File: src/rtl/lfsr_bit_packer.sv
// Packs the serial LFSR output bit MSB-first into words and buffers them in a
// first-word-fall-through FIFO with a saturating overflow drop counter.
module lfsr_bit_packer #(
  parameter int unsigned WORD_W = 8,
  parameter int unsigned DEPTH  = 4,
  parameter int unsigned CNT_W  = 8
) (
  input  logic                       clk,
  input  logic                       rst,
  input  logic                       bit_in,
  input  logic                       bit_valid,
  input  logic                       flush,
  output logic [WORD_W-1:0]          word_out,
  output logic                       word_valid,
  input  logic                       word_ready,
  output logic [$clog2(DEPTH):0]     fill_level,
  output logic [CNT_W-1:0]           drop_cnt,
  output logic                       overflow
);

  localparam int unsigned PW  = $clog2(DEPTH);
  localparam int unsigned BCW = (WORD_W > 2) ? $clog2(WORD_W) : 1;
  localparam logic [BCW-1:0] LastBit = BCW'(WORD_W - 1);
  localparam logic [PW:0]    FullLvl = (PW + 1)'(DEPTH);

  logic [WORD_W-1:0] r_sr;
  logic [BCW-1:0]    r_bit_cnt;
  logic [WORD_W-1:0] r_mem [DEPTH];
  logic [PW-1:0]     r_wptr;
  logic [PW-1:0]     r_rptr;
  logic [PW:0]       r_fill;
  logic [CNT_W-1:0]  r_drop;
  logic              r_ovf;

  logic              w_shift;
  logic              w_complete;
  logic [WORD_W-1:0] w_word;
  logic              w_empty;
  logic              w_full;
  logic              w_pop;
  logic              w_push;
  logic              w_drop;

  // Flush beats a simultaneous valid bit, even on a would-be completing edge.
  assign w_shift    = bit_valid & ~flush;
  assign w_complete = w_shift & (r_bit_cnt == LastBit);
  assign w_word     = {r_sr[WORD_W-2:0], bit_in};

  assign w_empty = (r_fill == '0);
  assign w_full  = (r_fill == FullLvl);
  assign w_pop   = ~w_empty & word_ready;
  // When full, a same-edge pop frees the slot the push lands in.
  assign w_push  = w_complete & (~w_full | w_pop);
  assign w_drop  = w_complete & w_full & ~w_pop;

  always_ff @(posedge clk or negedge rst) begin
    if (!rst) begin
      r_sr      <= '0;
      r_bit_cnt <= '0;
    end else if (flush) begin
      r_sr      <= '0;
      r_bit_cnt <= '0;
    end else if (bit_valid) begin
      r_sr      <= w_word;
      r_bit_cnt <= w_complete ? '0 : r_bit_cnt + BCW'(1);
    end
  end

  always_ff @(posedge clk) begin
    if (w_push) begin
      r_mem[r_wptr] <= w_word;
    end
  end

  always_ff @(posedge clk or negedge rst) begin
    if (!rst) begin
      r_wptr <= '0;
      r_rptr <= '0;
      r_fill <= '0;
    end else begin
      if (w_push) r_wptr <= r_wptr + PW'(1);
      if (w_pop)  r_rptr <= r_rptr + PW'(1);
      if (w_push && !w_pop)      r_fill <= r_fill + (PW + 1)'(1);
      else if (w_pop && !w_push) r_fill <= r_fill - (PW + 1)'(1);
    end
  end

  always_ff @(posedge clk or negedge rst) begin
    if (!rst) begin
      r_drop <= '0;
      r_ovf  <= 1'b0;
    end else if (w_drop) begin
      r_ovf <= 1'b1;
      if (r_drop != '1) r_drop <= r_drop + CNT_W'(1);
    end
  end

  // Memory is not reset, so gate the head word with the non-empty flag.
  assign word_out   = w_empty ? '0 : r_mem[r_rptr];
  assign word_valid = ~w_empty;
  assign fill_level = r_fill;
  assign drop_cnt   = r_drop;
  assign overflow   = r_ovf;

endmodule

File: config.mk
export PLATFORM = sky130hd
export DESIGN_NAME = lfsr_bit_packer
export DESIGN_NICKNAME = d
export VERILOG_FILES = /design/src/rtl/lfsr_bit_packer.sv
export SDC_FILE = /design/constraint.sdc
export NUM_CORES = 1
export LEC_CHECK = 0
export ABC_AREA = 1
export BUFFER_PORTS_ARGS = -buffer_cell sky130_fd_sc_hd__buf_2
export CORE_MARGIN = 2
export CORE_UTILIZATION = 45
export CTS_CLUSTER_DIAMETER = 80
export DETAILED_ROUTE_END_ITERATION = 8
export MAX_ROUTING_LAYER = met4
export PLACE_DENSITY_LB_ADDON = 0.2
export SYNTH_ARGS = -nofsm -noshare
export SYNTH_HDL_FRONTEND = slang
export SYNTH_SLANG_ARGS = --single-unit
File: constraint.sdc
create_clock -name clk -period 3.1 [get_ports clk]
set_input_delay 0.62 -clock clk [delete_from_list [all_inputs] [get_ports clk]]
set_output_delay 0.62 -clock clk [all_outputs]
set_load 0.02 [all_outputs]
==> flow_metrics.py, run 1 <==
metrics = {
    "setup_path": {
        "cp_max_fo": 10,
        "crit_path_cell_trace": "clkinv_1 > nor2_1 > o21ai_0 > a21oi_1 > buf_2",
        "r2r_start": "r_bit_cnt[0]$_DFFE_PN0P_",
        "worstSetupStartpoint": "r_rptr[1]$_DFFE_PN0N_",
        "worstPathRequired_ns": 2.48,
        "arrival_ns": 2.02,
        "reg2reg_depth": 12,
        "startpoint_type": "flop",
        "timing.rr.end": "fill_level[2]$_DFFE_PN0P_",
        "crit_end": "word_out[7]",
        "slowest_delay_ns": 0.57,
        "cp_slowest_cell": "dfrtp_1",
        "r2r_slack_ns": 0.74,
        "endpoint_kind": "output pin",
        "critPathKind": "flop to output pin",
    },
    "yosys": {
        "synth.cell_area_sq_um": 2620,
        "synthXorXnorAreaFrac": 0.0201,
        "ys_types": 26,
        "synth-edff-count": 32,
        "async_flop_share": 0.448,
        "syn_nets": 276,
        "synthFlopType": "edfxtp_1",
        "synth-adder-area-share": 0.0459,
        "synth_seq_cells": 58,
        "synth_cells": 261,
        "synth-compound-area-share": 0.0837,
        "synth_top_family_by_area": "simple AND/OR/NAND/NOR gates",
        "syn_area_per_cell_sq_um": 10.0,
        "synth-simple-area-share": 0.182,
        "synthMuxAreaShare": 0,
        "yosysWarnings": 0,
        "yosysSeqAreaShare": 0.616,
    },
    "clocking": {
        "cts_max_level": 3,
        "cts.sinks": 58,
        "cts_tree": "built",
        "clk_path_buf_depth": 2,
        "postCtsSetupBuffers": 0,
        "ctsHoldBuffers": 0,
        "clk_latency_ns": 0.33,
        "cts_resized": 0,
        "clockRootBuffer": "clkbuf_8",
        "cts_buffers": 9,
        "clk_pin_slew_ns": 0.06,
    },
    "placement": {
        "io_buffers": 26,
        "place_congestion": 0.784,
        "placedInstanceArea_sq_um": 2840,
        "dp_hpwl_um": 3200,
    },
    "grt": {
        "grt_pass1_wl_um": 8380,
        "grt_pass1_vias": 1756,
        "antenna_found_initial": 0,
        "grt_usage": 0.183,
        "grt_max_degree": 27,
        "globalRouteOverflowTotal": 0,
    },
    "routing": {
        "first_pass_iters": 4,
        "drt-initial-drc-count": 136,
        "drcViolationCount": 0,
        "ant_nets": 0,
        "via_per_inst": 4.93,
        "vias": 1849,
        "routedWlPerCell_um": 13.1,
        "wl_um": 4900,
    },
    "final_layout": {
        "layout.nets": 313,
        "area_delta_synth_final_pct": 16.7,
        "diodes": 0,
        "final_area_sq_um": 3050,
        "drive_gt1_frac": 0.185,
    },
    "sta": {
        "setup_tns_ns": 0,
        "relSlewSlack": 0.581,
        "fin_crit_sh": 0.851,
        "slew_viol_final": 0,
        "worst_pin_slew_ns": 0.628,
        "finalClockSkew_ns": 0.00707,
        "hold_violations": 0,
        "min_period_ns": 2.64,
        "max_freq_ghz": 0.379,
        "setup_viol": 0,
        "rsz0062_at_grt": "no",
    },
    "pwr": {
        "p_leak_nw": 1.34,
        "totalPowerFinal_mw": 2.26,
        "power.density_nw_per_um2": 741,
        "vdd_ir_drop_max_mv": 0.330,
    },
    "floorplanning": {
        "start_util": 0.469,
        "die_w_um": 80.3,
        "core_area_sq_um": 5570,
        "io_pins": 27,
        "rows": 27,
        "die-area_sq_um": 6440,
        "die_h_um": 80.3,
    },
    "job": {
        "max_cap_violations": 0,
    },
    "worst_hold_path": {
        "worstHoldPathType": "primary input to asynchronous set/reset pin",
    },
    "run_status": {
        "outcome": "completed",
    },
}
[cell usage in the layout, fill, tap and decap left out, drive strengths merged]
master / Yosys / routed
a21oi: 11 / 11
buf: 4 / 30
bufinv: 0 / 1
clkbuf: 0 / 13
clkinv: 1 / 1
clkinvlp: 0 / 2
dfrtp: 26 / 26
edfxtp: 32 / 32
fa: 1 / 1
ha: 8 / 8
inv: 28 / 28
nand2: 54 / 54
nand3: 7 / 7
nand3b: 1 / 1
nor2: 50 / 50
o21ai: 25 / 25
o22ai: 5 / 5
o31ai: 1 / 1
or2: 1 / 1
xnor2: 3 / 3
xor2: 3 / 3
[state kept, by name, indices dropped and copies added, names as in the netlist]
| register | cells |
|---|---|
| r_sr | 7 |
| r_mem | 32 |
| r_bit_cnt | 3 |
| overflow | 1 |
| r_rptr | 2 |
| r_wptr | 2 |
| drop_cnt | 8 |
| fill_level | 3 |
[logic make-up (layout without fill, tap and decap cells)]
group / after synthesis / in the layout
simple gates: 113 / 113
flops: 58 / 58
compound gates: 42 / 42
buf+inv: 33 / 75
fa+ha+maj: 9 / 9
xor+xnor: 6 / 6
[layout make-up]
cell class / count / area, sq um
clock buffers: 13 / 170
clock inverters: 3 / 45.0
fillers: 496 / 2520
inverters: 29 / 109
multi-input cells: 170 / 868
flip-flops and latches: 58 / 1610
well taps: 72 / 90.1
repair buffers: 30 / 160
[per-layer routing]
metal,part of all wire,track usage,wire length [um],vias up
li1,-,-,-,930
met1,0.48,0.232,2380,861
met2,0.46,0.283,2240,44
met3,0.033,0.0416,160,14
met4,0.026,0.0831,128,0
met5,0,-,0,-
[synthesized netlist by cell type, types with 5 or more instances]
cell type | instances | area share
nand2_1 | 52 | 0.075
nor2_1 | 45 | 0.065
edfxtp_1 | 32 | 0.37
dfrtp_1 | 26 | 0.25
inv_1 | 25 | 0.036
o21ai_0 | 24 | 0.046
a21oi_1 | 11 | 0.021
ha_1 | 8 | 0.038
nand3_1 | 6 | 0.011
o22ai_1 | 5 | 0.012
[per-stage QoR]
stage           util  hold WS [ns]  std cells  setup WS, ns
5_1_grt        0.548         0.329        375         0.327
6_report       0.548         0.280        375         0.461
3_3_place_gp   0.509         0.450        359         0.713
3_5_place_dp   0.509         0.453        359         0.641
2_1_floorplan      -         0.324        261         0.939
4_1_cts        0.548         0.299        375         0.461
[where the power goes]
part | leakage, nW | total, mW | internal (mW) | switching [mW]
sequential | 0.635 | 0.942 | 0.849 | 0.0934
combinational | 0.608 | 0.590 | 0.202 | 0.388
clock | 0.101 | 0.732 | 0.442 | 0.289
[worst max-delay path: cells and delay by family, from the launching register on]
kind	cells	cell delay (ns)
compound gates	2	0.33
buf+inv	2	0.61
flops	1	0.57
simple gates	1	0.18
[how the worst min path moves through the flow]
stage | to | slack, ns | startpoint
detailed placement | overflow$_DFFE_PN0P_ | 0.45 | overflow$_DFFE_PN0P_
CTS | drop_cnt[7]$_DFFE_PN0P_ | 0.30 | rst
finish | drop_cnt[0]$_DFFE_PN0P_ | 0.28 | rst
global placement | overflow$_DFFE_PN0P_ | 0.45 | overflow$_DFFE_PN0P_
floorplan | drop_cnt[0]$_DFFE_PN0P_ | 0.32 | rst
global route | r_bit_cnt[0]$_DFFE_PN0P_ | 0.33 | rst
(Power assumes the default switching activity.)
==> inputs of run 2 (changes only) <==
==> constraint.sdc (replaced) <==
create_clock -name clk -period 3.4 [get_ports clk]
set_input_delay 0.68 -clock clk [delete_from_list [all_inputs] [get_ports clk]]
set_output_delay 0.68 -clock clk [all_outputs]
set_load 0.02 [all_outputs]
==> run 2 against run 1 <==
Combinational power fell by 9.3%. Final cell count fell by 1.1%. Hold slack improved by 0.073 ns. First-iteration DRC count fell by 1.5%. Register-to-register slack improved by 0.31 ns. Worst setup slack improved by 0.30 ns. Routed wire length fell by 0.63%. Critical path depth did not move. Sequential share of layout area rose by 0.44 points. Sequential power fell by 8.7%. Largest cell class unchanged. Largest power group unchanged.
==> flow_metrics.py, run 2 (synthesis gave the netlist of run 1 again) <==
metrics = {
    "grt": {
        "globalRouteOverflowTotal": 0,
        "grt_pass1_vias": 1757,
        "antenna_found_initial": 0,
        "grt_usage": 0.180,
        "grt_max_degree": 27,
        "grt_pass1_wl_um": 8290,
    },
    "run_status": {
        "outcome": "completed",
    },
    "final_layout": {
        "mostFrequentLayoutCells": "52 x nand2_1, 45 x nor2_1, 32 x edfxtp_1",
        "regMostFlops": "r_mem",
        "final_common_cell": "nand2_1",
        "largest_register_ffs": 32,
        "diodes": 0,
        "fillCellCount": 507,
        "multi_input_comb_area_sq_um": 868,
        "final_core_util": 0.543,
        "layout.nets": 309,
        "area_delta_synth_final_pct": 15.8,
        "ff_latch_area_sq_um": 1610,
        "drive_gt1_frac": 0.177,
        "final_area_sq_um": 3030,
    },
    "floorplanning": {
        "die_w_um": 80.3,
        "core_area_sq_um": 5570,
        "io_pins": 27,
        "die_h_um": 80.3,
        "start_util": 0.469,
        "die-area_sq_um": 6440,
        "rows": 27,
    },
    "sta": {
        "holdWs_ns": 0.352,
        "hold_violations": 0,
        "relSlewSlack": 0.472,
        "max_freq_ghz": 0.379,
        "setup_viol": 0,
        "rsz0062_at_grt": "no",
        "worst_pin_slew_ns": 0.789,
        "finalClockSkew_ns": 0.00579,
        "min_period_ns": 2.64,
        "setup_tns_ns": 0,
        "slew_viol_final": 0,
        "fin_crit_sh": 0.776,
    },
    "clocking": {
        "clk_pin_slew_ns": 0.06,
        "cts_tree": "built",
        "clk_latency_ns": 0.33,
        "cts.sinks": 58,
        "cts_buffers": 9,
        "postCtsSetupBuffers": 0,
        "ctsHoldBuffers": 0,
        "cts_resized": 0,
        "cts_max_level": 3,
        "clockRootBuffer": "clkbuf_8",
        "clk_path_buf_depth": 2,
    },
    "routing": {
        "vias": 1820,
        "drcViolationCount": 0,
        "ant_nets": 0,
        "wl_um": 4870,
        "via_per_inst": 4.91,
        "drt-initial-drc-count": 134,
        "first_pass_iters": 4,
        "routedWlPerCell_um": 13.1,
    },
    "setup_path": {
        "worstPathRequired_ns": 2.72,
        "startpoint_type": "flop",
        "critPathKind": "flop to output pin",
        "cp_max_fo": 10,
        "endpoint_kind": "output pin",
        "arrival_ns": 1.96,
    },
    "pwr": {
        "vdd_ir_drop_max_mv": 0.281,
        "p_leak_nw": 1.33,
        "power.density_nw_per_um2": 689,
        "totalPowerFinal_mw": 2.09,
    },
    "job": {
        "max_cap_violations": 0,
    },
    "placement": {
        "dp_hpwl_um": 3240,
        "io_buffers": 26,
        "placedInstanceArea_sq_um": 2810,
        "place_congestion": 0.778,
    },
    "worst_hold_path": {
        "worstHoldPathType": "primary input to asynchronous set/reset pin",
    },
}
run 2: cell count changes in the layout (fill, tap and decap cells not counted), sizes merged:
| cell | previous run | this run |
|---|---|---|
| clkinv | 1 | 4 |
| clkinvlp | 2 | 0 |
| bufinv | 1 | 2 |
| clkbuf | 13 | 11 |
| buf | 30 | 26 |
run 2: power breakdown:
part	leakage [nW]	internal [mW]	switching, mW	total [mW]
Combinational	0.586	0.183	0.351	0.535
Clock	0.113	0.431	0.260	0.691
Sequential	0.635	0.774	0.0855	0.860
run 2: per-layer routing:
layer	global-route usage	part of all wire	up-vias	routed length, um
met3	0.0393	0.033	11	162
met5	-	0	-	0
met4	0.0932	0.019	0	91
met1	0.218	0.46	845	2260
li1	-	-	923	-
met2	0.284	0.48	41	2360
run 2: metrics by stage:
step / setup slack [ns] / cells
floorplan: 1.18 / 261
global placement: 0.952 / 355
detailed placement: 0.903 / 355
CTS: 0.747 / 371
global route: 0.607 / 371
finish: 0.760 / 371
run 2: worst paths after layout:
kind	startpoint	endpoint	slack, ns	cells after the start
setup / recovery	r_rptr[1]$_DFFE_PN0N_	word_out[7]	0.76	5
hold / removal	rst	drop_cnt[5]$_DFFE_PN0P_	0.35	1
setup reg to reg	r_bit_cnt[0]$_DFFE_PN0P_	fill_level[2]$_DFFE_PN0P_	1.05	12
hold reg to reg	overflow$_DFFE_PN0P_	overflow$_DFFE_PN0P_	0.47	1
max in group asynchronous	rst	r_rptr[1]$_DFFE_PN0N_	2.65	1
min in group clk	overflow$_DFFE_PN0P_	overflow$_DFFE_PN0P_	0.47	1
run 2: cell type report:
| cell class | count | share of cell area |
|---|---|---|
| clock buffer | 11 | 0.0467 |
| clock inverter | 5 | 0.0260 |
| inverter | 29 | 0.0359 |
| multi-input combinational | 170 | 0.287 |
| sequential | 58 | 0.532 |
| tap | 72 | 0.0297 |
| timing repair buffer | 26 | 0.0430 |
run 2: critical path, cell delays in order, from the launching register on:
cell and delay (ns):
dfrtp_1 0.57, clkinv_1 0.40, nor2_1 0.20, o21ai_0 0.10, a21oi_1 0.17, buf_2 0.19
